--- src/rtl/header_flag_pipe_if.sv ---
// Valid/ready word bus; the master drives dat/vld and the slave answers with rdy.
interface header_flag_pipe_if #(
  parameter int W = 23
) ();
  logic [W-1:0] dat;
  logic         vld;
  logic         rdy;

  modport master (output dat, output vld, input rdy);
  modport slave  (input dat, input vld, output rdy);
endinterface

--- src/rtl/header_flag_pipe.sv ---
// Inserts a service flag into each header (1-cycle registered latency); stalls input while the output word is held.
// Optional HFP_ERRMASK_EN: ErrorReq suppresses flagging; otherwise ErrorReq is ignored.
module header_flag_pipe #(
  parameter int                HDR_W    = 23,
  parameter int                INS_POS  = 11,
  parameter logic [HDR_W:0]    XOR_MASK = 24'h000088,
  parameter int                PEND_W   = 4
) (
  input  logic                i_clk,
  input  logic                i_rst,
  header_flag_pipe_if.slave   i_hdr,
  header_flag_pipe_if.master  o_hdr,
  input  logic                i_serv_req,
  input  logic                i_error_req,
  output logic [PEND_W-1:0]   o_pend_cnt,
  output logic                o_pend_ovf
);

  if (INS_POS < 1 || INS_POS > HDR_W - 1) begin : g_bad_ins_pos
    $error("header_flag_pipe: INS_POS out of range 1..HDR_W-1");
  end

  // The flag bit itself is never inverted by the mask.
  localparam logic [HDR_W:0] INS_BIT      = {{HDR_W{1'b0}}, 1'b1} << INS_POS;
  localparam logic [HDR_W:0] XOR_MASK_EFF = XOR_MASK & ~INS_BIT;

  logic [HDR_W:0]    r_out_dat;
  logic              r_out_vld;
  logic [PEND_W-1:0] r_pend;
  logic              r_ovf;

  logic              w_hdr_rdy;
  logic              w_acc;
  logic              w_flag;
  logic              w_inc;
  logic              w_dec;
  logic [HDR_W:0]    w_word;
  logic [HDR_W:0]    w_word_out;

  assign w_hdr_rdy = !r_out_vld || o_hdr.rdy;
  assign w_acc     = i_hdr.vld && w_hdr_rdy;

  // Only requests already counted can flag a header; same-cycle ServReq waits.
`ifdef HFP_ERRMASK_EN
  assign w_flag = (r_pend != '0) && !i_error_req;
`else
  logic w_unused_err;
  assign w_flag       = (r_pend != '0);
  assign w_unused_err = i_error_req;
`endif

  assign w_inc      = i_serv_req;
  assign w_dec      = w_acc && w_flag;
  assign w_word     = {i_hdr.dat[HDR_W-1:INS_POS], w_flag, i_hdr.dat[INS_POS-1:0]};
  assign w_word_out = w_flag ? (w_word ^ XOR_MASK_EFF) : w_word;

  always_ff @(posedge i_clk) begin
    if (i_rst) begin
      r_out_vld <= 1'b0;
      r_out_dat <= '0;
    end else if (w_acc) begin
      r_out_vld <= 1'b1;
      r_out_dat <= w_word_out;
    end else if (o_hdr.rdy) begin
      r_out_vld <= 1'b0;
    end
  end

  // dec implies r_pend != 0, so the decrement cannot wrap.
  always_ff @(posedge i_clk) begin
    if (i_rst) begin
      r_pend <= '0;
      r_ovf  <= 1'b0;
    end else if (w_inc && !w_dec) begin
      if (r_pend == '1) begin
        r_ovf <= 1'b1;
      end else begin
        r_pend <= r_pend + PEND_W'(1);
      end
    end else if (w_dec && !w_inc) begin
      r_pend <= r_pend - PEND_W'(1);
    end
  end

  assign i_hdr.rdy  = w_hdr_rdy;
  assign o_hdr.vld  = r_out_vld;
  assign o_hdr.dat  = r_out_dat;
  assign o_pend_cnt = r_pend;
  assign o_pend_ovf = r_ovf;

endmodule

--- src/flat_wrapper.sv ---
// flat-port wrapper written by rule: the top's interface ports become plain ports
module header_flag_pipe_flat 
#(
  parameter int                HDR_W    = 23,
  parameter int                INS_POS  = 11,
  parameter logic [HDR_W:0]    XOR_MASK = 24'h000088,
  parameter int                PEND_W   = 4
)
  (i_clk, i_rst, i_serv_req, i_error_req, o_pend_cnt, o_pend_ovf, i_hdr_dat, i_hdr_vld, i_hdr_rdy, o_hdr_dat, o_hdr_vld, o_hdr_rdy);
  header_flag_pipe_if #(.W(23)) i_hdr_i ();
  header_flag_pipe_if #(.W(24)) o_hdr_i ();
  input  logic i_clk;
  input  logic i_rst;
  input  logic i_serv_req;
  input  logic i_error_req;
  output logic [PEND_W-1:0] o_pend_cnt;
  output logic o_pend_ovf;
  input wire logic [$bits(i_hdr_i.dat)-1:0] i_hdr_dat;
  input wire logic [$bits(i_hdr_i.vld)-1:0] i_hdr_vld;
  output wire logic [$bits(i_hdr_i.rdy)-1:0] i_hdr_rdy;
  output wire logic [$bits(o_hdr_i.dat)-1:0] o_hdr_dat;
  output wire logic [$bits(o_hdr_i.vld)-1:0] o_hdr_vld;
  input wire logic [$bits(o_hdr_i.rdy)-1:0] o_hdr_rdy;
  assign i_hdr_i.dat = i_hdr_dat;
  assign i_hdr_i.vld = i_hdr_vld;
  assign i_hdr_rdy = i_hdr_i.rdy;
  assign o_hdr_dat = o_hdr_i.dat;
  assign o_hdr_vld = o_hdr_i.vld;
  assign o_hdr_i.rdy = o_hdr_rdy;
  header_flag_pipe #(.HDR_W(HDR_W), .INS_POS(INS_POS), .XOR_MASK(XOR_MASK), .PEND_W(PEND_W)) u_core (.i_clk(i_clk), .i_rst(i_rst), .i_hdr(i_hdr_i), .o_hdr(o_hdr_i), .i_serv_req(i_serv_req), .i_error_req(i_error_req), .o_pend_cnt(o_pend_cnt), .o_pend_ovf(o_pend_ovf));
endmodule
--- config.mk ---
export PLATFORM = sky130hd
export DESIGN_NAME = header_flag_pipe_flat
export DESIGN_NICKNAME = d
export VERILOG_FILES = /design/src/rtl/header_flag_pipe_if.sv /design/src/rtl/header_flag_pipe.sv /design/src/flat_wrapper.sv
export SDC_FILE = /design/constraint.sdc
export NUM_CORES = 1
export LEC_CHECK = 0
export ABC_CLOCK_PERIOD_IN_PS = 3300
export CAP_MARGIN = 20
export CORE_MARGIN = 2
export CORE_UTILIZATION = 40
export DETAILED_ROUTE_END_ITERATION = 8
export PLACE_DENSITY = 0.8
export SLEW_MARGIN = 10
export SYNTH_ARGS = -nofsm -noshare
export SYNTH_HDL_FRONTEND = slang
export SYNTH_SLANG_ARGS = --single-unit
--- constraint.sdc ---
create_clock -name i_clk -period 3.3 [get_ports i_clk]
set_input_delay 0.33 -clock i_clk [delete_from_list [all_inputs] [get_ports i_clk]]
set_output_delay 0.33 -clock i_clk [all_outputs]
set_load 0.01 [all_outputs]
==> results of run 1 <==
[cell type report]
cell class | count | area (um2) | share of cell area
clock buffer | 7 | 45.04 | 0.02383
inverter | 4 | 15.01 | 0.007942
multi-input combinational | 109 | 585.6 | 0.3097
sequential | 30 | 600.6 | 0.3177
tap | 33 | 41.29 | 0.02184
timing repair buffer | 61 | 603.1 | 0.3190
[critical path, cell delays in order, from the launching register on]
cell     delay, ps
dfxtp_1        410
or4_4          590
a31oi_4        190
inv_1          100
ha_1           280
a21o_1         180
a21oi_1        190
xnor2_1        110
a21oi_2        120
mux2_1         330
[cell families after synthesis]
| group | after synthesis | share of synthesized area |
|---|---|---|
| muxes | 1 | 0.009109 |
| DFF | 30 | 0.4858 |
| AOI/OAI and AO/OA | 38 | 0.1852 |
| xor gates and xnor gates | 4 | 0.02835 |
| buffers and inverters | 13 | 0.04048 |
| and+or+nand+nor | 63 | 0.2146 |
| adders and majority gates | 3 | 0.03643 |
[how the worst max path moves through the flow]
| stage | start | endpoint | slack (ps) | cells past startpoint |
|---|---|---|---|---|
| final | u_core.o_pend_cnt[0] | u_core.o_pend_cnt[3] | 680 | 9 |
| after global routing | u_core.o_pend_cnt[0] | u_core.o_pend_cnt[3] | 540 | 9 |
| after CTS | u_core.o_pend_cnt[0] | u_core.o_pend_cnt[3] | 700 | 9 |
| after detailed placement | o_hdr_rdy | u_core.o_pend_cnt[3] | 700 | 10 |
| after global placement | o_hdr_rdy | u_core.o_pend_cnt[3] | 740 | 10 |
| after floorplan | u_core.o_pend_cnt[0] | u_core.o_pend_cnt[3] | 850 | 9 |
[per-layer routing]
metal,vias up,global-route usage
met1,590,0.2014
met2,63,0.3564
met5,-,0
li1,627,-
met3,2,0.08515
met4,0,0.09524
[state kept, by name, indices dropped and copies added, names as in the netlist]
name,cells
u_core.o_hdr.dat,24
u_core.o_pend_cnt,4
u_core.o_hdr.vld,1
u_core.o_pend_ovf,1
[placed cells by master, fill, tap and decap left out]
cell             count
dfxtp_1             30
a21o_1               1
fa_1                 1
nor2_1               3
xor2_1               1
clkdlybuf4s50_1     58
a41oi_1              1
and3_1               1
nor2b_1              1
a21oi_2              1
nand2_1             47
o221ai_1             1
buf_4                3
o221a_2              1
ha_1                 2
mux2_1               1
clkbuf_4             5
xnor2_1              3
or4_4                1
nand3_1              3
nor4_1               1
inv_1                4
and2_1               1
o21ai_0              2
a211oi_1             1
a21oi_1             29
nor3_1               4
nand2b_1             1
clkbuf_1             2
a31oi_4              1
[power breakdown]
part / total, mW / switching [mW] / internal (mW) / leakage [nW]
sequential: 0.456 / 0.0516 / 0.405 / 0.247
combinational: 0.391 / 0.182 / 0.209 / 0.452
clock: 0.196 / 0.115 / 0.0802 / 0.0254
total: 1.04 / 0.349 / 0.694 / 0.724
[stage by stage]
stage / hold WS, ps / worst slack [ps] / std cells / util
after floorplan: 459.5 / 854.1 / 152 / -
after global placement: 440.9 / 741.7 / 237 / 0.6146
after detailed placement: 448.5 / 696.1 / 237 / 0.6146
after CTS: 457.4 / 696.9 / 244 / 0.6296
after global routing: 488.4 / 543.5 / 244 / 0.6296
final: 457.0 / 680.4 / 244 / 0.6296
==> flow_summary.yaml, run 1 <==
cells_and_area:
  final_nets: 243
  num-fill-cells: 282
  areaGrowthSynthToFinish_pct: 52.93
  drive_above_1_share: 0.05687
  final_cell_area_um2: 1891
  diodes: 0
critical_path:
  crit_required_ps: 3510
  rr_worst_depth: 9
  critPathCaptureType: "register"
  start_kind: "register"
  rr_endpoint: "u_core.o_pend_cnt[3]"
  path_max_fanout: 8
  path_class: "reg2reg"
  r2r-start: "u_core.o_pend_cnt[0]"
  cp.arrival_ps: 2830
  r2r_slack_ps: 680
clocking:
  clock-sinks: 30
  cts_tree: "done"
  numCtsBuffers: 5
  path_clk_slew_ps: 90
  clock_path_buffers: 2
  root_buffer: "clkbuf_4"
  cts_resized: 0
  h-tree-depth: 2
  clkLatencyLatePin_ps: 320
  cts_setup_buffers: 0
  hold_buffers: 0
grt:
  grtUsageTotal: 0.2011
  antenna_found_initial: 0
  grt_pass1_vias: 1256
  grt_pass1_wl_mm: 5.306
  grt_overflow: 0
  grt_max_degree: 32
drt:
  num_vias: 1282
  ant_nets: 0
  wl_met3_um: 305
  avgViaCountPerCell: 5.254
  top_layer: "met4"
  drt-met1-wl_mm: 1.221
  met2_length_mm: 1.742
  drt-pass1-iter-count: 4
  drt-wirelength-per-cell_um: 13.44
  remaining_drc_errors: 0
  routed_wl_mm: 3.280
  drt_iter0_drc: 37
outcome:
  status: "finished clean"
synthesis:
  synth.most_common_cell: "nand2_1"
  yosysSeqAreaShare: 0.4858
  yosys-top-cells-count: "nand2_1 (47), dfxtp_1 (30), a21oi_1 (29)"
  synth_top_area_share: 0.4858
  synth_top_flop_cell: "dfxtp_1"
  synth_cell_types: 28
  synthArstFlopShare: 0
  netlist_instances: 152
  synth_edf_count: 0
  synth_area_per_cell_um2: 8.133
  synthTopCellsByArea: "dfxtp_1 (49%), nand2_1 (14%), a21oi_1 (12%), clkbuf_1 (2.4%), xnor2_1 (2.1%)"
  yosys.area.top_type: "dfxtp_1"
  synth-seq-cells: 30
  synth_nets: 184
  ys_warn_count: 0
  syn_area_um2: 1236
placed_design:
  port_buffers: 58
  dpl.hpwl_mm: 2.306
  gp_congestion: 0.8956
  placed_cell_area_um2: 1846
timing:
  period_share: 0.7938
  finalSetupTns_ps: 0
  slew_viol_final: 0
  timing.fmax_ghz: 0.3817
  setup_violations: 0
  period_needed_ps: 2620
  hold_viol: 0
  rsz0062_at_grt: "no"
  slew_headroom: 0.4431
  fin_worst_skew_ps: 4.711
  worstMarginPinSlew_ps: 827.7
worst_hold_path:
  hold_end: "u_core.o_hdr.dat[21]"
  hp-class: "reg2reg"
  hold_start: "u_core.o_hdr.dat[21]"
  holdPathStages: 2
power:
  p_per_area_nw_per_um2: 551.7
  total_power_mw: 1.043
  power_leakage_nw: 0.7241
  max-vdd-ir-drop_v: 0.0003177
floorplan:
  dieHeight_um: 59.59
  core_area_um2: 3003
  die-area_um2: 3551
  initial_utilization: 0.4117
  ioPinCount: 60
  rows: 20
  die_w_um: 59.59
job:
  drv_cap: 0
No activity file was read; power rests on OpenSTA's default activity.
==> run 2, diff against run 1 <==
--- a/config.mk
+++ b/config.mk
@@ -5,7 +5,7 @@
 export SDC_FILE = /design/constraint.sdc
 export NUM_CORES = 1
 export LEC_CHECK = 0
-export ABC_CLOCK_PERIOD_IN_PS = 3300
+export ABC_CLOCK_PERIOD_IN_PS = 2670
 export CAP_MARGIN = 20
 export CORE_MARGIN = 2
 export CORE_UTILIZATION = 40
==> constraint.sdc (replaced) <==
create_clock -name i_clk -period 2.67 [get_ports i_clk]
set_input_delay 0.267 -clock i_clk [delete_from_list [all_inputs] [get_ports i_clk]]
set_output_delay 0.267 -clock i_clk [all_outputs]
set_load 0.01 [all_outputs]
==> run 2 against run 1 <==
  * Clock-buffer cell count is the same
  * Sequential power grew 21%
  * Register-to-register slack lost 540 ps
  * Critical endpoint unchanged
==> flow_summary.yaml, run 2 (synthesis gave the netlist of run 1 again) <==
timing:
  slew_viol_final: 0
  period_share: 0.9489
  worstMarginPinSlew_ps: 797.0
  rsz0062_at_grt: "no"
  finalSetupTns_ps: 0
  fin_worst_skew_ps: 4.918
  period_needed_ps: 2534
  timing.fmax_ghz: 0.3947
  hold_viol: 0
  slew_headroom: 0.4638
  setup_violations: 0
cells_and_area:
  diodes: 0
  final_common_cell: "clkdlybuf4s50_1"
  num-fill-cells: 278
  largest_register_ffs: 24
  final_cell_mix: "clkdlybuf4s50_1 (58), nand2_1 (47), a21oi_1 (29), dfxtp_1 (29)"
  areaGrowthSynthToFinish_pct: 55.47
  final_nets: 245
  final_cells: 247
  drive_above_1_share: 0.07944
  final_cell_area_um2: 1922
drt:
  ant_nets: 0
  top_layer: "met4"
  remaining_drc_errors: 0
  num_vias: 1249
  drt-wirelength-per-cell_um: 13.00
  wl_met3_um: 277
  met2_length_mm: 1.585
  routed_wl_mm: 3.212
  drt-met1-wl_mm: 1.262
  drt-pass1-iter-count: 4
  avgViaCountPerCell: 5.057
  drt_iter0_drc: 48
outcome:
  status: "finished clean"
clocking:
  clkLatencyLatePin_ps: 320
  h-tree-depth: 2
  clock_path_buffers: 2
  cts_tree: "done"
  root_buffer: "clkbuf_4"
  numCtsBuffers: 5
  clock-sinks: 30
  path_clk_slew_ps: 90
  hold_buffers: 0
power:
  p_per_area_nw_per_um2: 686.1
  max-vdd-ir-drop_v: 0.0003381
  pwr-share-seq: 0.420
  pwr-share-comb: 0.369
  intPower_mw: 0.8925
  power_leakage_nw: 0.7439
  switching_share: 0.3231
  clockPowerShare: 0.211
  p_sw_mw: 0.4261
grt:
  grt_overflow: 0
  grt_max_degree: 27
  grt_pass1_wl_mm: 5.154
  grtUsageTotal: 0.1945
  grt_pass1_vias: 1206
  antenna_found_initial: 0
floorplan:
  core_area_um2: 3003
  die-area_um2: 3551
  ioPinCount: 60
  initial_utilization: 0.4117
  rows: 20
  dieHeight_um: 59.59
  die_w_um: 59.59
critical_path:
  crit_required_ps: 2890
  r2r-start: "u_core.o_pend_cnt[1]"
  crit_path_start: "u_core.o_pend_cnt[1]"
  path_max_fanout: 8
  path_class: "reg2reg"
  start_kind: "register"
  critPathCaptureType: "register"
  cp.arrival_ps: 2750
placed_design:
  dpl.hpwl_mm: 2.320
  port_buffers: 58
  gp_congestion: 0.8576
  dp.cells: 239
  placed_cell_area_um2: 1861
worst_hold_path:
  hold_start: "u_core.o_hdr.dat[18]"
  hp-class: "reg2reg"
job:
  drv_cap: 0
## run 2: power groups by stage
stage               Clock (mW)  Combinational (mW)  Sequential, mW
finish                   0.278               0.487           0.554
global route             0.308               0.534           0.563
CTS                      0.287               0.492           0.552
detailed placement           0               0.490           0.561
global placement             0               0.469           0.557
floorplan                    0               0.253           0.585
## run 2: routing by layer
layer	global-route usage	vias to the layer above
met5	0	-
met4	0.09524	0
met3	0.06550	9
met2	0.3187	51
met1	0.2261	558
li1	-	631
## run 2: critical path, cell delays in order (launching register included)
cell and delay (ps):
dfxtp_2 370, or4_4 540, a31oi_4 210, inv_1 110
ha_1 280, a21o_1 170, a21oi_1 180, xnor2_1 110
a21oi_2 120, mux2_1 330
## run 2: what timing repair did
| action | 4_1_cts | 5_1_grt |
|---|---|---|
| resized for setup | 0 | 1 |
| endpoints found under the setup margin | 0 | 1 |
| setup buffers | 0 | 0 |
## run 2: final cells by class
class	count	area (um2)	share of cell area
repair buffers	63	618.1	0.3216
flip-flops and latches	30	601.8	0.3132
multi-input cells	109	585.6	0.3047
clock buffers	7	55.05	0.02865
well taps	33	41.29	0.02148
inverters	4	15.01	0.007813
clock inverters	1	5.005	0.002604
## run 2: through the flow
stage | worst slack [ps] | util | power [mW] | hold WS (ps)
6_report | 136.3 | 0.6400 | 1.319 | 456.4
5_1_grt | 18.18 | 0.6400 | 1.405 | 474.7
4_1_cts | 69.75 | 0.6396 | 1.330 | 460.9
3_5_place_dp | 88.07 | 0.6196 | 1.052 | 446.8
3_3_place_gp | 202.2 | 0.6196 | 1.026 | 440.5
2_1_floorplan | 224.1 | - | 0.8384 | 396.5
## run 2: path summary, 6_finish.rpt
check,to,slack [ps],depth (start not counted)
max,u_core.o_pend_cnt[3],140,9
min,u_core.o_hdr.dat[18],460,2
max reg2reg,u_core.o_pend_cnt[3],140,9
min reg2reg,u_core.o_hdr.dat[18],460,2
==> run 3, diff against run 2 <==
--- a/config.mk
+++ b/config.mk
@@ -9,6 +9,7 @@
 export CAP_MARGIN = 20
 export CORE_MARGIN = 2
 export CORE_UTILIZATION = 40
+export CTS_CLUSTER_DIAMETER = 50
 export DETAILED_ROUTE_END_ITERATION = 8
 export PLACE_DENSITY = 0.8
 export SLEW_MARGIN = 10
==> results of run 3 <==
Same layout as run 2: the final DEF is identical, and so are final timing and power.
